## src/rtl/ce_rate_sequencer_pkg.sv

```systemverilog
// ----------------------------------------------------------------------------
// ce_rate_sequencer_pkg : shared types, rate codes and helpers
// Rev 1.0
// ----------------------------------------------------------------------------
`default_nettype none

package ce_rate_sequencer_pkg;

  typedef enum logic [1:0] {
    ST_IDLE = 2'd0,
    ST_ARM  = 2'd1,
    ST_RUN  = 2'd2
  } state_e;

  localparam int unsigned RATE_W   = 4;
  localparam logic [3:0]  RATE_MAX = 4'd14;

  // Rate code k selects a strobe at 32.768 MHz / 2^(k+1)
  localparam logic [3:0]  RATE_16M = 4'd0;
  localparam logic [3:0]  RATE_1M  = 4'd4;
  localparam logic [3:0]  RATE_64K = 4'd8;
  localparam logic [3:0]  RATE_16K = 4'd10;
  localparam logic [3:0]  RATE_4K  = 4'd12;
  localparam logic [3:0]  RATE_1K  = 4'd14;

  function automatic logic [3:0] max_rate(input logic [3:0] a, input logic [3:0] b);
    return (a > b) ? a : b;
  endfunction

endpackage

`default_nettype wire

```

## src/rtl/ce_rate_sequencer_if.sv

```systemverilog
// ----------------------------------------------------------------------------
// ce_rate_sequencer_if : enable bus, config handshake and tick outputs
// Rev 1.0
// ----------------------------------------------------------------------------
`default_nettype none

interface ce_rate_sequencer_if
  import ce_rate_sequencer_pkg::*;
#(
  parameter int CNT_W   = 16,
  parameter int N_RATES = 15
);

  logic [N_RATES-1:0] ce_bus;
  logic               cfg_valid;
  logic               cfg_ready;
  logic [RATE_W-1:0]  cfg_rate;
  logic [CNT_W-1:0]   cfg_count;
  logic               start;
  logic               stop;
  logic               busy;
  logic               tick;
  logic [CNT_W-1:0]   tick_idx;
  logic               done;
  logic               cfg_err;

  modport master (
    output ce_bus, cfg_valid, cfg_rate, cfg_count, start, stop,
    input  cfg_ready, busy, tick, tick_idx, done, cfg_err
  );

  modport slave (
    input  ce_bus, cfg_valid, cfg_rate, cfg_count, start, stop,
    output cfg_ready, busy, tick, tick_idx, done, cfg_err
  );

endinterface

`default_nettype wire

```

## src/rtl/ce_rate_sequencer.sv

```systemverilog
// ----------------------------------------------------------------------------
// ce_rate_sequencer : rate-selected, phase-aligned gated tick burst generator
// Rev 1.0
// ----------------------------------------------------------------------------
`default_nettype none

module ce_rate_sequencer
  import ce_rate_sequencer_pkg::*;
#(
  parameter int CNT_W   = 16,
  parameter int N_RATES = 15
)(
  input  wire logic             clk32M768,
  input  wire logic             rst_n,
  ce_rate_sequencer_if.slave    sq_if
);

  state_e            state_q, state_d;
  logic [3:0]        rate_cur_q, rate_cur_d;
  logic [3:0]        rate_new_q, rate_new_d;
  logic [CNT_W-1:0]  count_cur_q, count_cur_d;
  logic [CNT_W-1:0]  count_new_q, count_new_d;
  logic              pending_q, pending_d;
  logic              cnt_new_q, cnt_new_d;
  logic [CNT_W-1:0]  idx_q, idx_d;
  logic [CNT_W-1:0]  tick_idx_q, tick_idx_d;
  logic              tick_q, tick_d;
  logic              done_q, done_d;
  logic              cfg_err_q, cfg_err_d;

  logic xfer_w, rate_ok_w, take_w, ev_w, apply_w, end_burst_w;

  function automatic logic ce_sel(input logic [N_RATES-1:0] ce, input logic [3:0] code);
    logic r;
    r = 1'b0;
    for (int k = 0; k < N_RATES; k++) begin
      if (code == 4'(k)) r = ce[k];
    end
    return r;
  endfunction

  assign xfer_w    = sq_if.cfg_valid && !pending_q;
  assign rate_ok_w = (sq_if.cfg_rate <= RATE_MAX);
  assign take_w    = xfer_w && rate_ok_w;
  assign ev_w      = ce_sel(sq_if.ce_bus, rate_cur_q);
  // The slower of old/new strobes marks a boundary shared by both rates
  assign apply_w   = pending_q && ce_sel(sq_if.ce_bus, max_rate(rate_cur_q, rate_new_q));

  always_comb begin
    state_d     = state_q;
    rate_cur_d  = rate_cur_q;
    rate_new_d  = rate_new_q;
    count_cur_d = count_cur_q;
    count_new_d = count_new_q;
    pending_d   = pending_q;
    cnt_new_d   = cnt_new_q;
    idx_d       = idx_q;
    tick_idx_d  = tick_idx_q;
    tick_d      = 1'b0;
    done_d      = 1'b0;
    cfg_err_d   = xfer_w && !rate_ok_w;
    end_burst_w = 1'b0;
    case (state_q)
      ST_IDLE: begin
        if (take_w) begin
          rate_cur_d  = sq_if.cfg_rate;
          count_cur_d = sq_if.cfg_count;
        end
        if (sq_if.start) begin
          state_d    = ST_ARM;
          idx_d      = '0;
          tick_idx_d = '0;
        end
      end
      ST_ARM, ST_RUN: begin
        if (sq_if.stop) begin
          end_burst_w = 1'b1;
        end else begin
          if (take_w) begin
            rate_new_d  = sq_if.cfg_rate;
            count_new_d = sq_if.cfg_count;
            pending_d   = 1'b1;
            cnt_new_d   = 1'b1;
          end
          if (ev_w) begin
            state_d    = ST_RUN;
            tick_d     = 1'b1;
            tick_idx_d = idx_q;
            idx_d      = idx_q + 1'b1;
            if (apply_w) begin
              rate_cur_d = rate_new_q;
              pending_d  = 1'b0;
            end
            if ((count_cur_q != '0) && (idx_q == count_cur_q - 1'b1)) begin
              done_d      = 1'b1;
              end_burst_w = 1'b1;
            end
          end
        end
        // Leaving the burst folds any stored config into the live settings
        if (end_burst_w) begin
          state_d   = ST_IDLE;
          pending_d = 1'b0;
          cnt_new_d = 1'b0;
          if (take_w) begin
            rate_cur_d  = sq_if.cfg_rate;
            count_cur_d = sq_if.cfg_count;
          end else begin
            if (pending_q) rate_cur_d  = rate_new_q;
            if (cnt_new_q) count_cur_d = count_new_q;
          end
        end
      end
      default: state_d = ST_IDLE;
    endcase
  end

  always_ff @(posedge clk32M768 or negedge rst_n) begin
    if (!rst_n) begin
      state_q     <= ST_IDLE;
      rate_cur_q  <= RATE_16M;
      rate_new_q  <= RATE_16M;
      count_cur_q <= '0;
      count_new_q <= '0;
      pending_q   <= 1'b0;
      cnt_new_q   <= 1'b0;
      idx_q       <= '0;
      tick_idx_q  <= '0;
      tick_q      <= 1'b0;
      done_q      <= 1'b0;
      cfg_err_q   <= 1'b0;
    end else begin
      state_q     <= state_d;
      rate_cur_q  <= rate_cur_d;
      rate_new_q  <= rate_new_d;
      count_cur_q <= count_cur_d;
      count_new_q <= count_new_d;
      pending_q   <= pending_d;
      cnt_new_q   <= cnt_new_d;
      idx_q       <= idx_d;
      tick_idx_q  <= tick_idx_d;
      tick_q      <= tick_d;
      done_q      <= done_d;
      cfg_err_q   <= cfg_err_d;
    end
  end

  assign sq_if.cfg_ready = !pending_q;
  assign sq_if.busy      = (state_q != ST_IDLE);
  assign sq_if.tick      = tick_q;
  assign sq_if.tick_idx  = tick_idx_q;
  assign sq_if.done      = done_q;
  assign sq_if.cfg_err   = cfg_err_q;

endmodule

`default_nettype wire

```

## src/flat_wrapper.sv

```systemverilog
// flat-port wrapper written by rule: the top's interface ports become plain ports
module ce_rate_sequencer_flat import ce_rate_sequencer_pkg::*;
#(
  parameter int CNT_W   = 16,
  parameter int N_RATES = 15
)
  (clk32M768, rst_n, sq_if_ce_bus, sq_if_cfg_valid, sq_if_cfg_rate, sq_if_cfg_count, sq_if_start, sq_if_stop, sq_if_cfg_ready, sq_if_busy, sq_if_tick, sq_if_tick_idx, sq_if_done, sq_if_cfg_err);
  ce_rate_sequencer_if #(.CNT_W(CNT_W), .N_RATES(N_RATES)) sq_if_i ();
  input  wire logic clk32M768;
  input  wire logic rst_n;
  input wire logic [$bits(sq_if_i.ce_bus)-1:0] sq_if_ce_bus;
  input wire logic [$bits(sq_if_i.cfg_valid)-1:0] sq_if_cfg_valid;
  input wire logic [$bits(sq_if_i.cfg_rate)-1:0] sq_if_cfg_rate;
  input wire logic [$bits(sq_if_i.cfg_count)-1:0] sq_if_cfg_count;
  input wire logic [$bits(sq_if_i.start)-1:0] sq_if_start;
  input wire logic [$bits(sq_if_i.stop)-1:0] sq_if_stop;
  output wire logic [$bits(sq_if_i.cfg_ready)-1:0] sq_if_cfg_ready;
  output wire logic [$bits(sq_if_i.busy)-1:0] sq_if_busy;
  output wire logic [$bits(sq_if_i.tick)-1:0] sq_if_tick;
  output wire logic [$bits(sq_if_i.tick_idx)-1:0] sq_if_tick_idx;
  output wire logic [$bits(sq_if_i.done)-1:0] sq_if_done;
  output wire logic [$bits(sq_if_i.cfg_err)-1:0] sq_if_cfg_err;
  assign sq_if_i.ce_bus = sq_if_ce_bus;
  assign sq_if_i.cfg_valid = sq_if_cfg_valid;
  assign sq_if_i.cfg_rate = sq_if_cfg_rate;
  assign sq_if_i.cfg_count = sq_if_cfg_count;
  assign sq_if_i.start = sq_if_start;
  assign sq_if_i.stop = sq_if_stop;
  assign sq_if_cfg_ready = sq_if_i.cfg_ready;
  assign sq_if_busy = sq_if_i.busy;
  assign sq_if_tick = sq_if_i.tick;
  assign sq_if_tick_idx = sq_if_i.tick_idx;
  assign sq_if_done = sq_if_i.done;
  assign sq_if_cfg_err = sq_if_i.cfg_err;
  ce_rate_sequencer #(.CNT_W(CNT_W), .N_RATES(N_RATES)) u_core (.clk32M768(clk32M768), .rst_n(rst_n), .sq_if(sq_if_i));
endmodule
```

## config.mk

```make
export PLATFORM = sky130hd
export DESIGN_NAME = ce_rate_sequencer_flat
export DESIGN_NICKNAME = d
export VERILOG_FILES = /design/src/rtl/ce_rate_sequencer_pkg.sv /design/src/rtl/ce_rate_sequencer_if.sv /design/src/rtl/ce_rate_sequencer.sv /design/src/flat_wrapper.sv
export SDC_FILE = /design/constraint.sdc
export NUM_CORES = 1
export LEC_CHECK = 0
export BUFFER_PORTS_ARGS = -buffer_cell sky130_fd_sc_hd__buf_2
export CAP_MARGIN = 10
export CORE_ASPECT_RATIO = 0.9
export CORE_MARGIN = 1.5
export CORE_UTILIZATION = 57
export DETAILED_ROUTE_END_ITERATION = 8
export PLACE_DENSITY = 0.83
export RECOVER_POWER = 25
export SLEW_MARGIN = 20
export SYNTH_ARGS = -nofsm -noshare
export SYNTH_HDL_FRONTEND = slang
export SYNTH_SLANG_ARGS = --single-unit
```

## constraint.sdc

```tcl
create_clock -name clk32M768 -period 3.4 [get_ports clk32M768]
set_input_delay 0.68 -clock clk32M768 [delete_from_list [all_inputs] [get_ports clk32M768]]
set_output_delay 0.68 -clock clk32M768 [all_outputs]
set_load 0.02 [all_outputs]
```

==> metrics.md <==
| Metric | Value |
|---|---|
| Status | finished with violations |
| Failing checks | DRC, capacitance limit, slew limit |
| Final Wtd Congestion | roughly 0.96 |
| Worst skew pair latency | 0.35 ns |
| Tmin final | ~3.4 ns |
| Clock slew at reported path FFs | 0.08 ns |
| Ys async rst share | 100% |
| Switching Fraction | 48.1% |
| MaxCap Viol Count | 1 |
| Mapped cell area | between 4000 and 5000 sq um |
| Critical Path AT | between 3 and 4 ns |
| Cell internal pwr | ~2.9 mW |
| # setup viols final | 0 |
| Post-Synth Simple-Gate Area | 17.5% |
| Port Buf Inserts | 60 |
| Full die area | roughly 9000 sq um |
| Fin cells | 657 |
| DR DRC count | 3 |
| Drt via density | just over 6 |
| Count of unique library cells instantiated by Yosys | 58 |
| Vias after detailed routing | about 4000 |
| RSZ-0062 raised after global routing | yes |
| Post-CTS Resized | 0 |
| Share of layout cells above drive strength 1 | between 20% and 30% |
| First-iteration detailed-routing DRC count | roughly 380 |
| Syn Inst Count | 493 |
| Seq cells post-synth | between 70 and 80 |
| CP required | roughly 3.6 ns |
| Crit. End Element | flop |
| Most frequent cells in the layout | 79 x dfrtp_1, 78 x nand2_1, 59 x buf_2 |
| P_leak | roughly 2.5 nW |
| Register area share after synthesis | a little over two fifths |
| Dominant synthesized flop cell | dfrtp_1 |
| Starting Density | 58.4% |
| Crit share post-route | 99.4% |
| Avg WL per Cell | around 17 um |
| NetSw | 2.70 mW |
| Total grt overflow | 0 |
| Post-CTS Hold Buffers | 0 |
| CTS Sinks | a little under 80 |
| Dpl cells | 640 |
| Die X | just under 100 um |
| Number of global-route vias before repair | between 3000 and 4000 |
| Routed Wire Length | between 10000 and 15000 um |
| First-pass GRT wire length | about 18000 um |
| Largest net degree at the start of global routing | 80 |
| DRT Pass-1 Iters | 7 |
| CP max FO | 6 |
| Slew headroom | -29.4% |
| Worst hold slack | between 0.4 and 0.5 ns |
| Hold WC Path Type | reg -> reg |
| Multiplexer area fraction after synthesis | 13.3% |
| Layout overhead on the synthesized area | 14.2% |
| NumNets Final | roughly 600 |
| Post-CTS Setup Inserts | 0 |
| Gr usage total | 26.0% |
| Synth Area in XOR/XNOR | slightly above 5% |
| Post-Synth Adder-Cell Area | between 2 and 2.5% |
| Post-synthesis compound-gate area fraction | approximately 16% |
| Design Power | between 5 and 6 mW |
| Sequential share of power | 30.2% |
| H-tree Lvls | 3 |
| Post-layout instance area | between 5000 and 6000 sq um |
| Clk buf depth | 2 |
| Combinational share of power | 58.7% |
| Initial antenna violation count | 0 |
| Antenna diode count | 0 |
| Placed inst area | 5100 sq um |
| Cts bufs inserted | 9 |
| TritonCTS clock tree | done |
| WS Path Type | reg -> reg |
| Final hold viol count | 0 |
| Root buf cell | clkbuf_8 |
| Post-route ant nets | 0 |
| Chip height | just under 90 um |
| Clock skew after layout | 0.00912 ns |
| Post-Syn Area per Cell | between 9 and 10 sq um |
| Max Clk Rate | around 300 MHz |
| Warnings from Yosys | 0 |
| Clk pwr share | between 10 and 15% |
| # rows | 31 |
| Final Max Tran Viols | 80 |
| Hpwl dp | around 8000 um |
| Worst VDD drop | between 400 and 500 uV |
| CP Launch Type | flop |
| I/O pins | 61 |
| Largest family of logic cells by synthesized area | simple AND/OR/NAND/NOR gates |
| Setup TNS | 0 ns |
| Worst-margin pin slew | 1.94 ns |
| Number of flops mapped to enable cells by yosys | 0 |
| Most common cell after layout, fill and taps aside | dfrtp_1 |
| Core area | 8030 sq um |
| Power Density | between 1000 and 1500 nW/um^2 |
| Post-synth net total | approximately 540 |
layer usage:
| layer | track usage, % | routed length (um) | vias up |
|---|---|---|---|
| met5 | 0 | 0 | - |
| met2 | 38.8 | 5050 | 189 |
| met3 | 7.04 | 853 | 32 |
| met1 | 36.3 | 5060 | 1909 |
| met4 | 10.5 | 233 | 0 |
| li1 | - | - | 1897 |
power groups by stage:
stage	Combinational, mW	Sequential, mW	Clock, mW
after floorplan	2.32	1.62	0
after detailed placement	3.02	1.69	0
after global routing	3.58	1.74	0.679
after global placement	2.90	1.67	0
final	3.29	1.69	0.622
after CTS	3.04	1.67	0.642
cell usage after synthesis, types with 2 or more instances:
library cell | n | share of area, %
dfrtp_1 | 79 | 42
nand2_1 | 78 | 6.2
o21ai_0 | 44 | 4.7
mux2i_1 | 31 | 6.6
nor2_1 | 26 | 2.1
mux2_2 | 22 | 5.3
inv_1 | 19 | 1.5
a21oi_1 | 16 | 1.7
xnor2_1 | 16 | 3.0
nor3_1 | 14 | 1.5
nand3_1 | 13 | 1.4
clkbuf_1 | 12 | 0.96
xor2_1 | 11 | 2.1
buf_2 | 9 | 0.96
ha_1 | 9 | 2.4
and3_1 | 8 | 1.1
a31oi_1 | 5 | 0.67
nor4_1 | 5 | 0.67
and2_1 | 4 | 0.53
nand4_1 | 4 | 0.53
o31a_1 | 4 | 0.75
o31ai_1 | 4 | 0.64
a211oi_1 | 3 | 0.48
mux4_2 | 3 | 1.4
nor3_2 | 3 | 0.64
o2111ai_1 | 3 | 0.56
o21a_1 | 3 | 0.48
o22ai_1 | 3 | 0.40
o2bb2ai_1 | 3 | 0.56
a21o_1 | 2 | 0.32
a22o_1 | 2 | 0.37
a22oi_1 | 2 | 0.32
buf_1 | 2 | 0.16
nand2b_1 | 2 | 0.27
o211ai_1 | 2 | 0.32
o21ai_1 | 2 | 0.21
o221ai_1 | 2 | 0.37
o41ai_1 | 2 | 0.37
or4_4 | 2 | 0.48
path summary, 6_finish.rpt:
path / startpoint / end / slack (ns) / cells past startpoint
min in group asynchronous: rst_n / u_core.sq_if.tick_idx[14]$_DFFE_PN0P_ / 0.86 / 1
worst max register to register: u_core.rate_new_q[1]$_DFFE_PN0P_ / u_core.rate_cur_q[1]$_DFFE_PN0P_ / 0.02 / 12
max in group asynchronous: rst_n / u_core.rate_cur_q[1]$_DFFE_PN0P_ / 1.38 / 1
worst min-delay path: u_core.sq_if.tick_idx[11]$_DFFE_PN0P_ / u_core.sq_if.tick_idx[11]$_DFFE_PN0P_ / 0.48 / 2
worst min register to register: u_core.sq_if.tick_idx[11]$_DFFE_PN0P_ / u_core.sq_if.tick_idx[11]$_DFFE_PN0P_ / 0.48 / 2
worst max-delay path: u_core.rate_new_q[1]$_DFFE_PN0P_ / u_core.rate_cur_q[1]$_DFFE_PN0P_ / 0.02 / 12
cell type report:
type	count	area, sq um
tap	99	124
sequential	79	1980
multi-input combinational	372	2620
fill	650	2680
timing repair buffer	72	390
clock buffer	11	141
inverter	19	71.3
clock inverter	5	33.8
per-stage QoR:
| stage | worst slack (ns) | utilization, % |
|---|---|---|
| 6_report | 0.0210 | 66.7 |
| 5_1_grt | -0.156 | 66.7 |
| 4_1_cts | 0.0414 | 65.8 |
| 3_5_place_dp | 0.0674 | 63.6 |
| 3_3_place_gp | 0.279 | 63.6 |
| 2_1_floorplan | 0.335 | - |
critical path, stage by stage, from the launching register on:
cell       delay, ns
dfrtp_1         0.38
inv_1           0.09
ha_1            0.32
nor2b_1         0.17
o211ai_1        0.27
nand2_1         0.23
mux2i_2         0.26
a2111o_1        0.45
o311a_1         0.17
a22oi_2         0.26
nor4_1          0.11
a2111oi_2       0.38
a311oi_1        0.09
flip-flops by register name, indices dropped and copies added (netlist names):
| register | count |
|---|---|
| u_core.rate_cur_q | 4 |
| u_core.sq_if.done | 1 |
| u_core.sq_if.cfg_err | 1 |
| u_core.sq_if.tick | 1 |
| u_core.pending_q | 1 |
| u_core.cnt_new_q | 1 |
| u_core.rate_new_q | 4 |
| u_core.count_new_q | 16 |
| u_core.sq_if.tick_idx | 16 |
| u_core.count_cur_q | 16 |
| u_core.idx_q | 16 |
| u_core.state_q | 2 |
cell families (layout without fill, tap and decap cells):
| logic type | after synthesis | after routing |
|---|---|---|
| AO/OA/AOI/OAI | 111 | 112 |
| AND/OR/NAND/NOR | 168 | 168 |
| multiplexers | 56 | 56 |
| flip-flops | 79 | 79 |
| adder cells (fa/ha/maj) | 9 | 9 |
| buffers and inverters | 43 | 107 |
| XOR/XNOR | 27 | 27 |
(Power assumes the default switching activity.)
